$ cat config.mk
export PLATFORM = sky130hd
export DESIGN_NAME = uart_alu_frame_ctrl
export DESIGN_NICKNAME = d
export VERILOG_FILES = /design/src/rtl/uart_alu_frame_ctrl.sv
export SDC_FILE = /design/constraint.sdc
export NUM_CORES = 1
export LEC_CHECK = 0
export ABC_AREA = 1
export BUFFER_PORTS_ARGS = -buffer_cell sky130_fd_sc_hd__buf_2
export CORE_UTILIZATION = 49
export DETAILED_ROUTE_END_ITERATION = 12
export PLACE_DENSITY = 0.77
export SETUP_SLACK_MARGIN = 0.1
export SLEW_MARGIN = 20
export SYNTH_ARGS = -nofsm -noshare
export SYNTH_HDL_FRONTEND = slang
export SYNTH_SLANG_ARGS = --single-unit
$ cat constraint.sdc
create_clock -name i_clk -period 2.6 [get_ports i_clk]
set_clock_uncertainty 0.15 [all_clocks]
set_input_delay 0.13 -clock i_clk [delete_from_list [all_inputs] [get_ports i_clk]]
set_output_delay 0.13 -clock i_clk [all_outputs]
set_load 0.01 [all_outputs]
$ cat src/rtl/uart_alu_frame_ctrl.sv
// -----------------------------------------------------------------------------
// uart_alu_frame_ctrl
//
// Collects a request frame from a UART receiver: operand A (NBYTES bytes),
// operand B (NBYTES bytes), then one opcode byte. Bytes arrive little-endian.
// The operands and opcode drive an external combinational ALU. One cycle after
// the opcode the ALU result is captured and sent back, least significant byte
// first, using a tx_start / tx_done handshake with the UART transmitter.
//
// A partial frame that stalls for TIMEOUT_CYC idle cycles is discarded and
// o_frame_err pulses. TIMEOUT_CYC = 0 turns the timeout off. Receive bytes
// that arrive while a result is pending or being sent are ignored, and
// o_rx_drop pulses.
//
// Ports
//   i_clk           clock; all logic runs on the rising edge
//   i_reset         synchronous reset, active low
//   i_rx_done_tick  one-cycle strobe: i_rx_data is valid
//   i_rx_data       received byte
//   i_alu_result    combinational ALU result for o_data_a/o_data_b/o_operation
//   i_tx_done_tick  one-cycle strobe: the transmitter finished the current byte
//   o_tx_start      one-cycle strobe: start transmitting o_tx_data
//   o_tx_data       byte to transmit; held stable until the next o_tx_start
//   o_data_a        operand A register
//   o_data_b        operand B register
//   o_operation     opcode register
//   o_busy          high from frame completion until the last reply byte is done
//   o_frame_err     one-cycle pulse: a partial frame was dropped on timeout
//   o_rx_drop       one-cycle pulse: an rx byte was ignored because busy
// -----------------------------------------------------------------------------
module uart_alu_frame_ctrl #(
  parameter int NB_BYTE     = 8,
  parameter int NB_DATA     = 16,
  parameter int NB_OP       = 6,
  parameter int TIMEOUT_CYC = 100000
) (
  input  logic               i_clk,
  input  logic               i_reset,
  input  logic               i_rx_done_tick,
  input  logic [NB_BYTE-1:0] i_rx_data,
  input  logic [NB_DATA-1:0] i_alu_result,
  input  logic               i_tx_done_tick,
  output logic               o_tx_start,
  output logic [NB_BYTE-1:0] o_tx_data,
  output logic [NB_DATA-1:0] o_data_a,
  output logic [NB_DATA-1:0] o_data_b,
  output logic [NB_OP-1:0]   o_operation,
  output logic               o_busy,
  output logic               o_frame_err,
  output logic               o_rx_drop
);

  localparam int NBYTES = NB_DATA / NB_BYTE;
  localparam int IDX_W  = (NBYTES > 1) ? $clog2(NBYTES) : 1;
  localparam int CNT_W  = (TIMEOUT_CYC > 1) ? $clog2(TIMEOUT_CYC) : 1;
  localparam bit TO_EN  = (TIMEOUT_CYC > 0);

  localparam logic [IDX_W-1:0] LAST_IDX = IDX_W'(NBYTES - 1);

  typedef enum logic [2:0] {
    RX_A    = 3'd0,
    RX_B    = 3'd1,
    RX_OP   = 3'd2,
    CAPTURE = 3'd3,
    WAIT_TX = 3'd4
  } state_t;

  state_t             state_q, state_d;
  logic [IDX_W-1:0]   idx_q, idx_d;
  logic [CNT_W-1:0]   cnt_q, cnt_d;
  logic [NB_DATA-1:0] shift_q, shift_d;
  logic [IDX_W-1:0]   rem_q, rem_d;
  logic               tx_start_q, tx_start_d;
  logic [NB_BYTE-1:0] tx_data_q, tx_data_d;
  logic [NB_DATA-1:0] data_a_q, data_a_d;
  logic [NB_DATA-1:0] data_b_q, data_b_d;
  logic [NB_OP-1:0]   op_q, op_d;
  logic               busy_q, busy_d;
  logic               frame_err_q, frame_err_d;
  logic               rx_drop_q, rx_drop_d;

  logic frame_partial;
  logic last_byte;
  logic timeout_hit;

  // A frame is partial once its first byte is in and until the opcode lands.
  assign frame_partial = ((state_q == RX_A) && (idx_q != '0)) ||
                         (state_q == RX_B) || (state_q == RX_OP);
  assign last_byte     = (idx_q == LAST_IDX);

  // A tick in the expiry cycle takes priority, so the byte is never lost.
  generate
    if (TO_EN) begin : g_timeout
      assign timeout_hit = frame_partial && !i_rx_done_tick &&
                           (cnt_q == CNT_W'(TIMEOUT_CYC - 1));
    end else begin : g_no_timeout
      assign timeout_hit = 1'b0;
    end
  endgenerate

  // ---------------------------------------------------------------------------
  // State register (and all datapath flops)
  // ---------------------------------------------------------------------------
  always_ff @(posedge i_clk) begin
    if (!i_reset) begin
      state_q     <= RX_A;
      idx_q       <= '0;
      cnt_q       <= '0;
      shift_q     <= '0;
      rem_q       <= '0;
      tx_start_q  <= 1'b0;
      tx_data_q   <= '0;
      data_a_q    <= '0;
      data_b_q    <= '0;
      op_q        <= '0;
      busy_q      <= 1'b0;
      frame_err_q <= 1'b0;
      rx_drop_q   <= 1'b0;
    end else begin
      state_q     <= state_d;
      idx_q       <= idx_d;
      cnt_q       <= cnt_d;
      shift_q     <= shift_d;
      rem_q       <= rem_d;
      tx_start_q  <= tx_start_d;
      tx_data_q   <= tx_data_d;
      data_a_q    <= data_a_d;
      data_b_q    <= data_b_d;
      op_q        <= op_d;
      busy_q      <= busy_d;
      frame_err_q <= frame_err_d;
      rx_drop_q   <= rx_drop_d;
    end
  end

  // ---------------------------------------------------------------------------
  // Next-state logic
  // ---------------------------------------------------------------------------
  always_comb begin
    state_d = state_q;
    unique case (state_q)
      RX_A: begin
        if (i_rx_done_tick && last_byte) state_d = RX_B;
        else if (timeout_hit)            state_d = RX_A;
      end
      RX_B: begin
        if (i_rx_done_tick && last_byte) state_d = RX_OP;
        else if (timeout_hit)            state_d = RX_A;
      end
      RX_OP: begin
        if (i_rx_done_tick)   state_d = CAPTURE;
        else if (timeout_hit) state_d = RX_A;
      end
      CAPTURE: state_d = WAIT_TX;
      WAIT_TX: begin
        if (i_tx_done_tick && (rem_q == '0)) state_d = RX_A;
      end
      default: state_d = RX_A;
    endcase
  end

  // ---------------------------------------------------------------------------
  // Output / datapath logic
  // ---------------------------------------------------------------------------
  always_comb begin
    idx_d       = idx_q;
    shift_d     = shift_q;
    rem_d       = rem_q;
    tx_start_d  = 1'b0;
    tx_data_d   = tx_data_q;
    data_a_d    = data_a_q;
    data_b_d    = data_b_q;
    op_d        = op_q;
    busy_d      = busy_q;
    frame_err_d = timeout_hit;
    rx_drop_d   = 1'b0;

    // Idle-gap counter: counts only while a frame is partial and nothing
    // arrives; any accepted byte or expiry restarts it from zero.
    if (TO_EN && frame_partial && !i_rx_done_tick && !timeout_hit)
      cnt_d = cnt_q + CNT_W'(1);
    else
      cnt_d = '0;

    unique case (state_q)
      RX_A: begin
        if (i_rx_done_tick) begin
          for (int b = 0; b < NBYTES; b++) begin
            if (idx_q == IDX_W'(b)) data_a_d[b*NB_BYTE +: NB_BYTE] = i_rx_data;
          end
          idx_d = last_byte ? '0 : idx_q + IDX_W'(1);
        end else if (timeout_hit) begin
          idx_d = '0;
        end
      end
      RX_B: begin
        if (i_rx_done_tick) begin
          for (int b = 0; b < NBYTES; b++) begin
            if (idx_q == IDX_W'(b)) data_b_d[b*NB_BYTE +: NB_BYTE] = i_rx_data;
          end
          idx_d = last_byte ? '0 : idx_q + IDX_W'(1);
        end else if (timeout_hit) begin
          idx_d = '0;
        end
      end
      RX_OP: begin
        if (i_rx_done_tick) begin
          op_d   = i_rx_data[NB_OP-1:0];
          busy_d = 1'b1;
        end else if (timeout_hit) begin
          idx_d = '0;
        end
      end
      CAPTURE: begin
        // The ALU has had one full cycle on the new operands here.
        tx_data_d  = i_alu_result[NB_BYTE-1:0];
        shift_d    = i_alu_result >> NB_BYTE;
        rem_d      = IDX_W'(NBYTES - 1);
        tx_start_d = 1'b1;
        rx_drop_d  = i_rx_done_tick;
      end
      WAIT_TX: begin
        rx_drop_d = i_rx_done_tick;
        if (i_tx_done_tick) begin
          if (rem_q != '0) begin
            tx_data_d  = shift_q[NB_BYTE-1:0];
            shift_d    = shift_q >> NB_BYTE;
            rem_d      = rem_q - IDX_W'(1);
            tx_start_d = 1'b1;
          end else begin
            busy_d = 1'b0;
          end
        end
      end
      default: ;
    endcase
  end

  assign o_tx_start  = tx_start_q;
  assign o_tx_data   = tx_data_q;
  assign o_data_a    = data_a_q;
  assign o_data_b    = data_b_q;
  assign o_operation = op_q;
  assign o_busy      = busy_q;
  assign o_frame_err = frame_err_q;
  assign o_rx_drop   = rx_drop_q;

endmodule

Yosys cells after proc, flatten, opt, wreduce, memory -nomap -nowiden
Cells that the tools add are included.
Cells by class
  add/sub/neg operators: 3
  eq/ne operators: 11
  mux-type cells: 27
  bitwise operators: 2
  reduce and logical (&&, ||, !) cells: 27
Operators by type and width (number)
  $mux W16: 2
  $pmux W16 S2: 1
  $add A17 B1 Y17 const B: 1
  $eq A17 B17 Y1 const B: 1
  $mux W8: 2
  $pmux W8 S2: 1
  $mux W3: 5
  $pmux W3 S5: 1
  $reduce_and A3 Y1: 5
  $ne A2 B2 Y1 const B: 6
  $mux W1: 11
  $reduce_and A2 Y1: 5
  $pmux W1 S2: 4
  $eq A3 B2 Y1 const B: 2
  $logic_and A1 B1 Y1: 6
  $reduce_bool A2 Y1: 3
  $reduce_and A4 Y1: 1
  $reduce_or A2 Y1: 2
  $eq A3 B1 Y1 const B: 1
  $eq A3 B3 Y1 const B: 1
  $logic_not A3 Y1: 1
  $logic_not A1 Y1: 2
  $logic_or A1 B1 Y1: 2
  $not A1 Y1: 2
  2 further kinds: 2
Word-level totals
  flip-flop bits (word level): 88
  input bits: 28
  word-level logic and storage cells: 85

Depth between registers and ports, before layout
  word-level depth: 9
  mapped depth: 10
  mapped depth without buffers: 10

Least setup slack after synthesis
Ideal clock, no wire load.
  kind: register to register
  start: register cnt_q[0]
  end: register cnt_q[16]
  library setup time: 0.110 ns
  arrival: 1.317 ns
  data required time: 2.340 ns
  slack: 1.023 ns
  stages on the path, launching flop included: 11
  path buffers: 0
  clock period less this slack: 1.577 ns
  cells stage by stage: dfxtp_1 > ha_1 > nand2_1 > nor2_1 > nand2_1 > nor2_1 > nand3_1 > nor2_1 > nand2_1 > nand3_1 > inv_1
On the way
  longest elaborated chain between the ends: 5
  elaborated cells on any way between the ends: 6
  classes of those cells: add/sub: 1; eq/ne: 1; reduce/logical: 4
RTL lines
  start: declaration: line 70  | logic [CNT_W-1:0] cnt_q, cnt_d;
  start signal: assignment: line 122  | cnt_q <= cnt_d;
  branches (longest 5 deep; another with $add A17 B1 Y17)
Several ways; the timed one is not identified.
A chain may end at the register's enable or synchronous reset.

Final worst setup path
  start: register state_q[2]
  end: register shift_q[5]
On the way
  longest elaborated chain between the ends: 3
  elaborated cells on any way between the ends: 7
  classes of those cells: eq/ne: 4; mux: 1; reduce/logical: 2
RTL lines
  start: declaration: line 68  | state_t state_q, state_d;
  start signal: assignment: line 120  | state_q <= state_d;
  $eq A3 B3 Y1 / $eq A3 B2 Y1 (equally long branches): line 185  | unique case (state_q)
  $ne A2 B2 Y1 (no source line) / $reduce_bool A2 Y1 (equally long branches)
  $reduce_and A3 Y1 (no source line)
  end signal: assignment: line 123  | shift_q <= shift_d;
  end: declaration: line 71  | logic [NB_DATA-1:0] shift_q, shift_d;
Parallel ways exist; a longest one is shown, timed or not.

==> flow_summary_export.csv <==
group,metric,value,unit
critical_path,crit_required,2720,ps
routing,top_layer,"met4",
final_layout,layout_common_cells,"dfxtp_1, buf_2, nand2_1",
final_layout,final_cells,599,
routing,wl_met3,401,um
timing,period_minus_slack,2220,ps
floorplanning,io_pins,78,
clock_network,cts.sinks,80,
timing,final-setup-viol-count,0,
pwr,vdd_drop_max,0.377,mV
yosys,async_flop_share,0,
final_layout,nets,546,
global_route,overflow,0,
pwr,pwr-share-seq,0.524,
routing,viasPerCell,5.22,
yosys,synth_flop_cell,"dfxtp_1",
global_route,grt_use_total,0.229,
critical_path,ff2ff_path_depth,6,
routing,drt-wirelength-per-cell,12.8,um
timing,drv_slew,0,
flow_run,drv_cap,0,
yosys,ys_warn_count,0,
worst_hold_path,whs_endpoint,"o_data_b[2]",
worst_hold_path,min-delay-start,"i_reset",
final_layout,finalInstanceArea,4070,um2
timing,max_freq,450,MHz
pwr,p_int,1.85,mW
timing,finalCritPeriodShare,0.854,
routing,wl,7670,um
clock_network,clk_pin_slew,80,ps
critical_path,worstSetupEndpointType,"flip-flop",
yosys,ys_seq_elements,80,
yosys,synth_top_area_frac,0.500,
global_route,antenna_found_initial,0,
clock_network,clkLatencyLatePin,340,ps
floorplanning,core,6310,um2
yosys,syn_area,3200,um2
routing,ant_nets,0,
placement,gp_congestion,0.779,
placement,place_area,3610,um2
placement,placed_cells,557,
clock_network,cts-resized-gates,0,
pwr,power.leakage,1.72,nW
final_layout,final_layout_size_suffix_gt1_frac,0.220,
floorplanning,die-area,6860,um2
worst_hold_path,hold_path_class,"in2reg",
yosys,synth_top_cell_by_area,"dfxtp_1",
global_route,grt_max_degree,28,
yosys,synth-edff-count,0,
pwr,switching_share,0.241,
timing,worst_slew_pin_slew,698,ps
routing,met1_length,3480,um
routing,drtIter0Drc,124,
routing,drc,0,
clock_network,cts_buffers,9,
clock_network,cts_setup_buffers,0,
clock_network,cts_root_buf,"clkbuf_8",
global_route,grt_pass1_wl,13000,um
run_status,status,"completed",
pwr,switchingPower,0.589,mW
critical_path,cp.arrival,2340,ps
yosys,syn_area_per_cell,7.68,um2
timing,setup_tns,0,ps
routing,vias,3124,
yosys,syn_nets,446,
yosys,synthDistinctLibCells,29,
pwr,power,2.44,mW
timing,slew_headroom,0.532,
placement,dp_hpwl,5140,um
yosys,syn_inst,417,
global_route,grt_pass1_vias,2921,
critical_path,crit_type,"reg2reg",
pwr,p_clk_frac,0.376,
pwr,power_density,600,nW/um2
critical_path,rr_endpoint,"shift_q[5]",
floorplanning,initial_core_util,0.507,
yosys,ys_seq_area_frac,0.500,
clock_network,cts_tree,"built",
clock_network,clock_path_buffers,2,
floorplanning,rows,29,
placement,numPortBuffers,77,
pwr,p_comb_frac,0.100,
timing,hold_viol_final,0,
final_layout,layout_commonest_cell,"dfxtp_1",
critical_path,r2r-start,"state_q[2]",
critical_path,cp-start-kind,"flip-flop",
timing,rsz0062_at_grt,"false",
floorplanning,die_y,82.9,um
final_layout,n_antenna_cell,0,
floorplanning,die_w,82.9,um
clock_network,htreeDepth,3,
final_layout,syn2layout_area_growth,27.1,%
worst_hold_path,whs_path_depth,3,
yosys,synthTopCellsByArea,"dfxtp_1, nand2_1, nand3_1",
routing,detail_route.first_pass.iterations,4,
critical_path,ff2ff_setup_slack,380,ps
routing,met2_length,3650,um
critical_path,path_max_fanout,25,
Yosys cell counts (6+ instances only):
cell type	number
clkbuf_1	7
o21ai_1	6
nor2_1	57
o21ai_0	33
a31oi_1	10
dfxtp_1	80
xor2_1	6
nand2_1	76
inv_2	8
nor3_1	8
inv_1	19
nand3_1	46
a21oi_1	33
power groups by stage:
| stage | clock network (mW) | logic, mW | registers, mW |
|---|---|---|---|
| final | 0.919 | 0.244 | 1.28 |
| after global routing | 0.998 | 0.269 | 1.29 |
| after CTS | 0.930 | 0.242 | 1.28 |
| after detailed placement | 0 | 0.212 | 1.31 |
| after global placement | 0 | 0.208 | 1.31 |
| after floorplan | 0 | 0.123 | 1.32 |
final cells by class:
cell class | count | area [um2]
Fill cell | 583 | 2240
Sequential cell | 80 | 1600
Multi-Input combinational cell | 294 | 1420
Timing Repair Buffer | 104 | 653
Clock buffer | 13 | 159
Inverter | 28 | 105
Tap cell | 77 | 96.3
Clock inverter | 3 | 40.0
kinds of logic after synthesis:
logic type	count (synthesis)	share of synthesized area
compound gates	85	0.143
xor+xnor	7	0.0191
fa+ha+maj	1	0.00391
buf+inv	43	0.0578
flops	80	0.500
simple gates	201	0.277
worst max-delay path by stage:
stage                     startpoint    endpoint  slack (ps)  cells past startpoint
after floorplan             cnt_q[0]   cnt_q[16]        1020                     10
after global placement    state_q[0]  shift_q[6]         530                      7
after detailed placement  state_q[0]  shift_q[5]         380                      7
after CTS                 state_q[0]  shift_q[5]         380                      7
after global routing      state_q[0]  shift_q[7]         100                      7
final                     state_q[2]  shift_q[5]         380                      6
sequential cells by signal (all words and copies together), names as in the netlist:
name / count
o_data_b: 16
cnt_q: 17
o_rx_drop: 1
o_data_a: 16
o_busy: 1
shift_q: 8
o_operation: 6
o_tx_start: 1
rem_q: 1
idx_q: 1
o_frame_err: 1
state_q: 3
o_tx_data: 8
per-layer routing:
metal  vias to the layer above  track usage
li1                       1581            -
met1                      1430        0.284
met2                       101        0.396
met3                        12       0.0388
met4                         0       0.0925
met5                         -            0
timing repair:
item / in CTS / in global routing
hold buffers: 26 / 0
endpoints found under the setup margin: 0 / 0
endpoints found under the hold margin: 48 / 0
through the flow:
| step | setup WS (ps) | hold slack [ps] | util |
|---|---|---|---|
| 6_report | 378 | 39.4 | 0.645 |
| 5_1_grt | 102 | 47.0 | 0.645 |
| 4_1_cts | 377 | 23.7 | 0.645 |
| 3_5_place_dp | 385 | 219 | 0.572 |
| 3_3_place_gp | 532 | 212 | 0.572 |
| 2_1_floorplan | 1020 | 119 | - |
worst max-delay path: stages, from the launching register on:
cell,delay [ps]
dfxtp_1,620
nand2_2,350
o21ai_4,540
nand2_1,130
inv_2,150
nand3_1,110
o21ai_1,100
(Power assumes the default switching activity.)
